**src/rtl/hazard_controller.sv**
```systemverilog
// hazard_controller: hazard and sequencing control for the 5-stage F/D/E/M/W pipeline.
// Produces E-stage forwarding selects, load-use stalls, branch/jump flushes,
// a whole-pipeline freeze while data memory is busy, a sticky halt when a
// memory access hangs too long, and saturating hazard statistics counters.
module hazard_controller #(
  parameter int TIMEOUT = 64,
  parameter int CNT_W   = 16
) (
  input  logic             clk,
  input  logic             reset,
  input  logic [4:0]       Rs1D,
  input  logic [4:0]       Rs2D,
  input  logic [4:0]       Rs1E,
  input  logic [4:0]       Rs2E,
  input  logic [4:0]       RdE,
  input  logic [4:0]       RdM,
  input  logic [4:0]       RdW,
  input  logic             RegWriteM,
  input  logic             RegWriteW,
  input  logic             ResultSrcE0,
  input  logic             PCSrcE,
  input  logic             MemReqM,
  input  logic             MemReady,
  output logic [1:0]       ForwardAE,
  output logic [1:0]       ForwardBE,
  output logic             StallF,
  output logic             StallD,
  output logic             StallE,
  output logic             StallM,
  output logic             StallW,
  output logic             FlushD,
  output logic             FlushE,
  output logic             Halt,
  output logic [CNT_W-1:0] LwStallCnt,
  output logic [CNT_W-1:0] FlushCnt,
  output logic [CNT_W-1:0] MemWaitCnt
);

  // The wait counter must be able to hold TIMEOUT itself.
  localparam int WCNT_W = $clog2(TIMEOUT + 1);
  localparam logic [WCNT_W-1:0] TIMEOUT_V = WCNT_W'(TIMEOUT);

  typedef enum logic [1:0] {
    S_RUN  = 2'd0,
    S_WAIT = 2'd1,
    S_HALT = 2'd2
  } state_e;

  state_e            state_q, state_d;
  logic [WCNT_W-1:0] waitCnt_q, waitCnt_d;
  logic [WCNT_W-1:0] waitInc;
  logic [CNT_W-1:0]  lwCnt_q, lwCnt_d;
  logic [CNT_W-1:0]  flushCnt_q, flushCnt_d;
  logic [CNT_W-1:0]  memWaitCnt_q, memWaitCnt_d;

  logic lwStall;
  logic memBusy;
  logic freeze;

  // A load in E whose destination feeds an instruction in D must hold D one cycle.
  assign lwStall = ResultSrcE0 && (RdE != 5'd0) && ((Rs1D == RdE) || (Rs2D == RdE));
  assign memBusy = MemReqM && !MemReady;
  assign waitInc = waitCnt_q + WCNT_W'(1);

  // Forwarding selects: M-stage result wins over W-stage; x0 is never forwarded.
  always_comb begin
    ForwardAE = 2'b00;
    ForwardBE = 2'b00;
    if (!reset) begin
      if (RegWriteM && (RdM != 5'd0) && (RdM == Rs1E)) begin
        ForwardAE = 2'b10;
      end else if (RegWriteW && (RdW != 5'd0) && (RdW == Rs1E)) begin
        ForwardAE = 2'b01;
      end
      if (RegWriteM && (RdM != 5'd0) && (RdM == Rs2E)) begin
        ForwardBE = 2'b10;
      end else if (RegWriteW && (RdW != 5'd0) && (RdW == Rs2E)) begin
        ForwardBE = 2'b01;
      end
    end
  end

  // State register and memory wait counter.
  always_ff @(posedge clk) begin
    if (reset) begin
      state_q   <= S_RUN;
      waitCnt_q <= '0;
    end else begin
      state_q   <= state_d;
      waitCnt_q <= waitCnt_d;
    end
  end

  // Next-state logic: a busy memory moves RUN to WAIT; WAIT times out into HALT.
  always_comb begin
    state_d   = state_q;
    waitCnt_d = waitCnt_q;
    case (state_q)
      S_RUN: begin
        if (memBusy) begin
          state_d   = S_WAIT;
          waitCnt_d = WCNT_W'(1);
        end
      end
      S_WAIT: begin
        if (MemReady) begin
          state_d = S_RUN;
        end else begin
          waitCnt_d = waitInc;
          if (waitInc >= TIMEOUT_V) begin
            state_d = S_HALT;
          end
        end
      end
      S_HALT: begin
        state_d = S_HALT;
      end
      default: begin
        state_d = S_RUN;
      end
    endcase
  end

  // Output logic: reset flushes, freeze/HALT hold every stage, otherwise resolve hazards.
  always_comb begin
    StallF = 1'b0;
    StallD = 1'b0;
    StallE = 1'b0;
    StallM = 1'b0;
    StallW = 1'b0;
    FlushD = 1'b0;
    FlushE = 1'b0;
    Halt   = 1'b0;
    freeze = 1'b0;
    if (reset) begin
      FlushD = 1'b1;
      FlushE = 1'b1;
    end else begin
      case (state_q)
        S_RUN:   freeze = memBusy;
        S_WAIT:  freeze = !MemReady;
        default: freeze = 1'b0;
      endcase
      if (state_q == S_HALT) begin
        StallF = 1'b1;
        StallD = 1'b1;
        StallE = 1'b1;
        StallM = 1'b1;
        StallW = 1'b1;
        Halt   = 1'b1;
      end else if (freeze) begin
        StallF = 1'b1;
        StallD = 1'b1;
        StallE = 1'b1;
        StallM = 1'b1;
        StallW = 1'b1;
      end else begin
        StallF = lwStall;
        StallD = lwStall;
        FlushD = PCSrcE;
        FlushE = lwStall || PCSrcE;
      end
    end
  end

  // Statistics counter next values, saturating at all-ones.
  always_comb begin
    lwCnt_d      = lwCnt_q;
    flushCnt_d   = flushCnt_q;
    memWaitCnt_d = memWaitCnt_q;
    if ((state_q == S_RUN) && lwStall && !memBusy && (lwCnt_q != '1)) begin
      lwCnt_d = lwCnt_q + CNT_W'(1);
    end
    if ((state_q == S_RUN) && PCSrcE && !memBusy && (flushCnt_q != '1)) begin
      flushCnt_d = flushCnt_q + CNT_W'(1);
    end
    if (freeze && (memWaitCnt_q != '1)) begin
      memWaitCnt_d = memWaitCnt_q + CNT_W'(1);
    end
  end

  // Statistics counter registers.
  always_ff @(posedge clk) begin
    if (reset) begin
      lwCnt_q      <= '0;
      flushCnt_q   <= '0;
      memWaitCnt_q <= '0;
    end else begin
      lwCnt_q      <= lwCnt_d;
      flushCnt_q   <= flushCnt_d;
      memWaitCnt_q <= memWaitCnt_d;
    end
  end

  assign LwStallCnt = lwCnt_q;
  assign FlushCnt   = flushCnt_q;
  assign MemWaitCnt = memWaitCnt_q;

endmodule
```
**config.mk**
```make
export PLATFORM = sky130hd
export DESIGN_NAME = hazard_controller
export DESIGN_NICKNAME = d
export VERILOG_FILES = /design/src/rtl/hazard_controller.sv
export SDC_FILE = /design/constraint.sdc
export NUM_CORES = 1
export LEC_CHECK = 0
export ABC_AREA = 1
export ABC_CLOCK_PERIOD_IN_PS = 1600
export BUFFER_PORTS_ARGS = -buffer_cell sky130_fd_sc_hd__buf_2
export CAP_MARGIN = 40
export CORE_ASPECT_RATIO = 0.6
export CORE_UTILIZATION = 45
export DETAILED_ROUTE_END_ITERATION = 8
export GPL_ROUTABILITY_DRIVEN = 1
export PLACE_DENSITY_LB_ADDON = 0.3
export SYNTH_ARGS = -nofsm -noshare
export SYNTH_HDL_FRONTEND = slang
export SYNTH_SLANG_ARGS = --single-unit
```
**constraint.sdc**
```tcl
create_clock -name clk -period 1.6 [get_ports clk]
set_input_delay 0.32 -clock clk [delete_from_list [all_inputs] [get_ports clk]]
set_output_delay 0.32 -clock clk [all_outputs]
set_load 0.02 [all_outputs]
```
==> qor.yml <==
placed_design:
  place.gp.congestion: 0.8577
  port_buffers: 102
  dp_hpwl_um: 7848
final_layout:
  final_common_cell: "nand2_1"
  diodes: 0
  layout_common_cells: "nand2_1 (112), buf_2 (86), buf_4 (83)"
  multiInputGateArea_mm2: 0.002359
  fin_util: 0.7593
  fillCellCount: 506
  drive_gt1_frac: 0.4375
  syn_to_final_growth_pct: 60.39
  seq_area_mm2: 0.001165
  nets: 778
sta:
  slew_viol_final: 0
  fin_setup_tns_ns: -2.631
  worst_pin_slew_ns: 0.3881
  fin_ws_ns: -0.2321
  hold_ws_ns: 0.4851
  slew_headroom: 0.7409
  period_minus_slack_ns: 1.832
  finClkSkew_ns: 0.008042
  period_share: 1.145
  fmax_mhz: 545.8
  rsz0062_at_grt: "yes"
  finalSetupViolations: 23
  hold_violations: 0
synthesis:
  ys_ff_latch: 57
  synthCells: 537
  ys_warn_count: 0
  ys_seq_area_frac: 0.3263
  synth_nets: 584
  synthArstFlopShare: 0
  postSynthAreaPerCell_um2: 6.512
  ys_types: 41
  ys.flop_type: "dfxtp_1"
  synth_edf_count: 0
  synth_area_mm2: 0.003497
die:
  io_pins: 103
  die-area_mm2: 0.008139
  fp.dieW_um: 115.8
  rows: 24
  core_mm2: 0.007387
  initial_core_util: 0.4734
  die_h_um: 70.29
detailed_routing:
  via_per_inst: 5.194
  final_antenna_net_count: 0
  avgRoutedWirePerCell_um: 14.70
  num_vias: 4363
  first_iter_violations: 322
  first_pass_iters: 5
  finalWirelength_um: 12350
  drc: 0
worst_setup_path:
  crit_chain: "inv_2 -> nand2_1 -> nand2_2 -> nor2_2 -> inv_2 -> o21ai_2 -> o21bai_4 -> buf_6"
  critPathRequiredTime_ns: 1.28
  cp_common_cell: "inv_2"
  cp_top_family: "flip-flops"
  startpoint_type: "flop"
  criticalPathCategory: "flop to primary output"
  crit_path_max_incr_delay_ns: 0.35
  arrival_ns: 1.51
  cp_max_fo: 2
  slowest_stage: "dfxtp_2"
  end_kind: "primary output"
  crit_buf_inv: 3
grt:
  grt_pass1_vias: 4120
  overflow: 0
  antenna_found_initial: 0
  grt_usage: 0.2894
  grt_pass1_wl_um: 18490
  grt_max_degree: 21
flow_run:
  max-cap-violations: 0
cts:
  htree_levels: 3
  cts-root-buf: "clkbuf_16"
  clk_pin_slew_ns: 0.05
  cts_max_path_buffers: 2
  insertion_delay_ns: 0.33
  numCtsBuffers: 9
  clock_sinks: 57
  cts_tree: "built"
pwr:
  vdd_drop_max_mv: 0.5338
  p_total_mw: 4.044
  leakage_nw: 2.629
  p_per_area_mw_per_mm2: 720.9
run_status:
  violations: "negative setup slack"
  outcome: "finished, violations left"
worst_hold_path:
  worst_hold_path_type: "flop to flop"
[repair_timing]
action                                  CTS  global route
gates resized for setup                  71            76
pin swaps                                11            17
hold buffers                              0             0
endpoints found under the setup margin   41            59
buffers inserted                         10             9
[per-stage QoR]
stage | instance area, um2 | instances | setup slack, ns
finish | 5609 | 840 | -0.2321
global route | 5609 | 840 | -0.3152
CTS | 5336 | 834 | -0.2375
detailed placement | 4697 | 810 | -0.2125
global placement | 4697 | 810 | -0.1708
floorplan | 3523 | 537 | -0.02021
[flip-flops by register name, indices dropped and copies added, names as in the netlist]
name,cells
waitCnt_q,7
LwStallCnt,16
MemWaitCnt,16
state_q,2
FlushCnt,16
[worst register-to-register path: stages (launching register included)]
cell,delay [ns]
dfxtp_4,0.36
nor2_2,0.11
inv_1,0.08
nor2_4,0.11
buf_4,0.12
buf_4,0.11
nor2_4,0.04
inv_2,0.07
nand4_1,0.16
nor2_2,0.24
nand2_2,0.10
a21oi_2,0.17
[kinds of logic after synthesis]
kind of cell    share of synthesized area
compound gates                     0.1177
simple gates                       0.3699
fa+ha+maj                         0.01431
xor+xnor                          0.06762
flops                              0.3263
buf+inv                            0.1041
[final cells by class]
cell class              count  area share
clock buffers              10     0.04261
clock inverters             6     0.01182
inverters                  79     0.05465
multi-input cells         390      0.4205
flip-flops and latches     57      0.2077
well taps                 104     0.02320
repair buffers            194      0.2396
[power breakdown]
part,internal (mW),leakage (nW),switching (mW)
Clock,1.25,0.141,0.706
Sequential,1.43,0.468,0.0146
Combinational,0.292,2.02,0.348
[cells in the mapped netlist, drive strengths merged, types with 2 or more instances]
cell type  instances  area share
nor2              83        0.10
nand4             10       0.018
buf                6       0.013
o21bai             4      0.0086
nor4               6       0.011
or2                4      0.0072
dfxtp             57        0.33
xnor2              9       0.023
nand2            126        0.14
nor3b              3      0.0064
a31oi              2      0.0036
xor2              18       0.045
nand3             35       0.052
nor3              17       0.029
inv               78       0.084
a211oi             2      0.0043
a21oi             35       0.053
ha                 4       0.014
o21ai             24       0.034
clkbuf             5      0.0054
[metal layers]
layer | vias up | share of wire | routed length [um] | global-route usage
met5 | - | 0 | 0 | 0
met4 | 0 | 0.025 | 303 | 0.1182
met3 | 36 | 0.065 | 803 | 0.06858
met2 | 206 | 0.49 | 5988 | 0.4967
met1 | 2005 | 0.43 | 5249 | 0.3450
li1 | 2116 | - | - | -
[worst paths after layout]
check	startpoint	endpoint	slack, ns	depth (start not counted)
hold / removal	waitCnt_q[6]	waitCnt_q[6]	0.49	2
hold reg to reg	waitCnt_q[6]	waitCnt_q[6]	0.49	2
setup reg to reg	state_q[1]	waitCnt_q[5]	-0.14	11
setup / recovery	state_q[0]	FlushE	-0.23	8
Note: power is estimated with default switching activity, not from simulation.
